**config.mk**
```make
export PLATFORM = sky130hd
export DESIGN_NAME = oh_skidbuf
export DESIGN_NICKNAME = d
export VERILOG_FILES = /design/src/rtl/oh_skidbuf.sv
export SDC_FILE = /design/constraint.sdc
export NUM_CORES = 1
export LEC_CHECK = 0
export ABC_AREA = 1
export CAP_MARGIN = 10
export CORE_AREA = 10 10 88 90
export DETAILED_ROUTE_END_ITERATION = 7
export DIE_AREA = 0 0 98 100
export MAX_ROUTING_LAYER = met4
export PLACE_DENSITY = 0.92
export SLEW_MARGIN = 0
export SYNTH_ARGS = -nofsm -noshare
export SYNTH_HDL_FRONTEND = slang
export SYNTH_SLANG_ARGS = --single-unit
export TNS_END_PERCENT = 50
```
**constraint.sdc**
```tcl
create_clock -name clk -period 3.7 [get_ports clk]
set_input_delay 0.555 -clock clk [delete_from_list [all_inputs] [get_ports clk]]
set_output_delay 0.555 -clock clk [all_outputs]
set_load 0.01 [all_outputs]
```
**src/rtl/oh_skidbuf.sv**
```systemverilog
`default_nettype none
// +-----------------------------------------------------------------------------+
// | oh_skidbuf : 2-entry elastic buffer, every output driven straight from a flop |
// | Revision   : 1.0                                                             |
// +-----------------------------------------------------------------------------+
module oh_skidbuf #(
    parameter int DW   = 32,
    parameter     PROP = "DEFAULT"
) (
    input  logic          clk,
    input  logic          nreset,
    input  logic          in_valid,
    input  logic [DW-1:0] in_data,
    output logic          in_ready,
    output logic          out_valid,
    output logic [DW-1:0] out_data,
    input  logic          out_ready
);

    typedef enum logic [1:0] {
        EMPTY = 2'd0,
        ONE   = 2'd1,
        FULL  = 2'd2
    } state_t;

    state_t        state_q, state_d;
    logic [DW-1:0] main_q, main_d;
    logic [DW-1:0] skid_q, skid_d;
    logic          in_ready_q, in_ready_d;
    logic          out_valid_q, out_valid_d;
    logic          w_push, w_pop;

    // PROP only steers cell selection in hardened flows; the logic is identical.
    if (PROP != "DEFAULT") begin : g_prop_custom
    end else begin : g_prop_default
    end

    assign w_push = in_valid && in_ready_q;
    assign w_pop  = out_valid_q && out_ready;

    always_comb begin
        state_d = state_q;
        main_d  = main_q;
        skid_d  = skid_q;
        case (state_q)
            EMPTY: begin
                if (w_push) begin
                    state_d = ONE;
                    main_d  = in_data;
                end
            end
            ONE: begin
                if (w_push && w_pop) begin
                    main_d = in_data;
                end else if (w_push) begin
                    state_d = FULL;
                    skid_d  = in_data;
                end else if (w_pop) begin
                    state_d = EMPTY;
                end
            end
            FULL: begin
                if (w_pop) begin
                    state_d = ONE;
                    main_d  = skid_q;
                end
            end
            default: state_d = EMPTY;
        endcase
        // Handshake flags are precomputed from the next state so they leave a flop.
        in_ready_d  = (state_d != FULL);
        out_valid_d = (state_d != EMPTY);
    end

    always_ff @(posedge clk or negedge nreset) begin
        if (!nreset) begin
            state_q     <= EMPTY;
            main_q      <= '0;
            skid_q      <= '0;
            in_ready_q  <= 1'b0;
            out_valid_q <= 1'b0;
        end else begin
            state_q     <= state_d;
            main_q      <= main_d;
            skid_q      <= skid_d;
            in_ready_q  <= in_ready_d;
            out_valid_q <= out_valid_d;
        end
    end

    assign in_ready  = in_ready_q;
    assign out_valid = out_valid_q;
    assign out_data  = main_q;

endmodule
`default_nettype wire

```
; ---- Word-level counts from Yosys, hierarchy flattened
; Cells that the tools add are included.
[op_classes]
reduce_logical = 8
bitwise_logic = 1
mux = 10
n_eq_ne = 6
[ops]
columns = operator, count
row1 = 2-to-1 mux 32 bit, 3
row2 = one-hot mux 32 bit (3 select lines), 1
row3 = 2-to-1 mux 2 bit, 5
row4 = inequality test 2 bit (second input constant), 4
row5 = one-hot mux 2 bit (3 select lines), 1
row6 = AND reduction 4 bit, 1
row7 = logical AND 1 bit, 3
row8 = AND reduction 3 bit, 1
row9 = nonzero test 3 bit, 1
row10 = == test 2 x 1 -> 1 bit (second input constant), 1
row11 = == test 2 bit (second input constant), 1
row12 = logical NOT 2 bit, 1
row13 = nonzero test 2 bit, 1
row14 = NOT 1 bit, 1
[word_totals]
inputBits = 36
wordCells = 30
regBits = 68
output_inout_bits = 34

; ---- Logic depth before layout (Yosys ltp)
[logic_depth]
depth_word = 6
mapped_depth = 8
mapped_depth_nobuf = 6

; ---- Worst setup path before layout
; Ideal clock, no wire load.
[synth_timing]
path_kind = input-to-reg
start = input in_valid
end = register skid_q[10]
arrival_time_ns = 1.078
required_ns = 3.584
stages = 6
path_buffers = 1
slack_ns = 2.506
setup_time_ns = 0.116
cell_sequence = nand3_2 inv_2 nand2_2 buf_2 nand2_1 nand2_1
[synth_between]
elab_chain_len = 4
[synth_rtl]
columns = element, line
row1 = start: declaration, 12  ; input logic in_valid,
row2 = logical AND 1 bit (*), 38  ; assign w_push = in_valid && in_ready_q;
row3 = logical AND 1 bit, 53  ; if (w_push && w_pop) begin
row4 = NOT 1 bit (no line), n/a
row5 = AND reduction 3 bit (no line) (*), n/a
row6 = end signal: assignment, 85  ; skid_q <= skid_d;
row7 = end: declaration, 28  ; logic [DW-1:0] skid_q, skid_d;
; Mark *: on every way between the ends. The rest lies on a longest branch, timed or not.
; A chain may end at the register's enable or synchronous reset.

; ---- Final worst setup path
[layout_timing]
start = register state_q[0]
end = register main_q[22] (netlist: out_data[22])
[layout_between]
elab_chain_len = 3
elab_cells_between_ends = 9
classes_between = eq/ne: 5 / mux: 1 / reduce/logical: 3
[layout_rtl]
columns = element, line
row1 = start: declaration, 26  ; state_t state_q, state_d;
row2 = start signal: assignment, 83  ; state_q <= state_d;
row3 = == test 2 x 1 -> 1 bit (tied with other cells), 45  ; case (state_q)
row4 = inequality test 2 bit (no line) or nonzero test 3 bit (tied branches), n/a
row5 = AND reduction 4 bit (no line), n/a
row6 = end signal: assignment, 84  ; main_q <= main_d;
row7 = end: declaration, 27  ; logic [DW-1:0] main_q, main_d;
; Parallel ways exist; a longest one is shown, timed or not.

==> run summary <==
run status - finished, final reports clean
Crit Path Class - register to register
Hold Fails Final Rpt - 0
Top Ports - 70
Final setup viols - 0
GRT Overall Usage - 0.181
most frequent cells in the layout - 195 x nand2_1, 96 x nand3_1, 68 x dfrtp_1, 68 x clkdlybuf4s50_1, 11 x clkbuf_8
cell accounting for the most synthesized area - dfrtp_1
cell row count - 29
Worst-Margin Slew - 0.921 ns
worst min path class - primary input to asynchronous set/reset pin
synth-to-layout area growth - 28.8%
Initial Util - 0.516
total design power - 3.84 mW
die extent in x - 98 um
Port Buf Inserts - 69
final wirelength - 8440 um
drt initial violations - 395
core box area - 6130 um2
average wire per standard cell - 15.7 um
dpl cells - 523
number of fill cells - 483
Worst path slowest cell - nand2_2
Yosys cell types - 16
largest net degree at the start of global routing - 47
TritonCTS Buffers - 9
Warnings, synthesis - 0
Residual DRC - 0
crit-path cells - inv_2 -> nand2_2 -> nand2_4 -> nand2_4 -> nand2_1 -> nand2_1
# hold bufs at CTS - 0
vias in the first global route - 2883
post_cts resized - 0
Final ANT Viol Nets - 0
die height - 100 um
clk_lat worst skew - 0.35 ns
#FFs+latches synth - 68
Post-CTS Setup Bufs - 0
startpoint types - register
worst-path fanout max - 34
Mapped Area - 3170 um2
Cell Count, Final, Fillers Out - 539
via count of the routed design - 2992
arrival time at the worst endpoint - 2.92 ns
Slew HR - 0.384
Clock Skews - 0.00649 ns
CTS Sinks - 68
fmax - 371 MHz
Power Dens Cells - 942 nW/um2
CTS tree - yes
reg-to-reg setup timing slack - 1.01 ns
R2R Path Start - state_q[0]
share of Yosys cell area claimed by the top area cell type - 0.537
Mapped Cells - 402
CP endpoint kind - register
first-pass GRT wire length - 14400 um
Nets - 493
Worst Reg-to-Reg Cells - 6
drt pass-1 iters - 6
RSZ-0062 raised after global routing - false
DIE AREA - 9800 um2
Congestion Overflow GR - 0
GPL Wtd Cong - 0.804
RR Endpoint - out_data[22]
Final Max Slew Viols - 0
deepest clock path buffer count - 2
fin crit period - 2.69 ns
maxcap violations - 0
htree depth - 3
dominant cells by area after synthesis - dfrtp_1 54%, nand2_1 23%, nand3_1 15%
root buffer cell - clkbuf_8
DPL Wire Length - 5500 um
Critical Path RT - 3.93 ns
sequential-to-total area share from yosys stat - 0.537
ANT cells - 0
final setup TNS - 0 ns
syn_area_per_cell - 7.88 um2
Critical Path Max Stage Delay - 0.57 ns
share of cells above drive strength 1 - 0.0628
vias per cell - 5.55
Lkg Pwr - 2.12 nW
fin crit share - 0.728
commonest non-fill, non-tap cell in the layout - nand2_1
Syn Nets - 438
initial antenna violation count - 0
peak supply drop - 0.685 mV
clock transition at the registers of the reported paths - 0.07 ns
-- per-layer routing --
layer	vias to the layer above	GRT usage	wire [um]
met5	-	-	0
met4	0	0.0817	148
met3	23	0.0501	790
met2	177	0.276	3980
met1	1390	0.220	3520
li1	1402	-	-
-- power breakdown --
part	switching, mW	internal (mW)
Combinational	1.10	0.671
Sequential	0.202	1.11
Clock	0.274	0.484
Total	1.58	2.26
-- sequential cells by signal, summed over array words and instances, names as in the netlist --
signal and count:
in_ready 1, out_data 32, out_valid 1, skid_q 32, state_q 2
-- cells in the mapped netlist --
library cell and count:
nand3_1 96, buf_1 2, nor2_1 1, buf_4 4, nand2_2 2, o21ai_4 1, inv_1 2, a21oi_4 1
buf_2 18, dfrtp_1 68, o21ai_0 2, clkbuf_1 4, nand2_4 2, nand2_1 195, inv_2 3, nand3_2 1
-- worst max path at each step --
stage	startpoint	to	slack (ns)	depth (start not counted)
floorplan	in_valid	skid_q[10]	2.51	6
finish	state_q[0]	out_data[22]	1.01	6
global placement	in_valid	skid_q[30]	1.20	6
detailed placement	state_q[0]	out_data[2]	1.08	6
global route	state_q[0]	out_data[2]	0.79	6
CTS	state_q[0]	out_data[2]	1.07	6
-- final cells by class --
| cell class | count | area [um2] | area share |
|---|---|---|---|
| Multi-Input combinational cell | 301 | 1300 | 0.320 |
| Timing Repair Buffer | 72 | 708 | 0.174 |
| Sequential cell | 68 | 1700 | 0.417 |
| Clock buffer | 12 | 155 | 0.0380 |
| Clock inverter | 4 | 95.1 | 0.0233 |
| Tap cell | 77 | 96.3 | 0.0236 |
| Inverter | 5 | 18.8 | 0.00460 |
-- through the flow --
stage / hold slack (ns) / util / worst slack, ns / area [um2]
3_5_place_dp: 0.463 / 0.624 / 1.08 / 3830
2_1_floorplan: 0.259 / - / 2.51 / 3170
6_report: 0.171 / 0.665 / 1.01 / 4080
4_1_cts: 0.169 / 0.665 / 1.07 / 4080
5_1_grt: 0.203 / 0.665 / 0.790 / 4080
3_3_place_gp: 0.454 / 0.624 / 1.20 / 3830
-- worst max-delay path: cells and delay by family (launching register included) --
family	cells	cell delay [ns]
and+or+nand+nor	5	1.64
DFF	1	0.42
buffers and inverters	1	0.48
-- cell families after synthesis --
| kind of cell | after synthesis | synth area share |
|---|---|---|
| AND/OR/NAND/NOR | 297 | 0.398 |
| flip-flops | 68 | 0.537 |
| buffers and inverters | 33 | 0.0510 |
| AO/OA/AOI/OAI | 4 | 0.0134 |
Power figures use the tool's default switching activity.
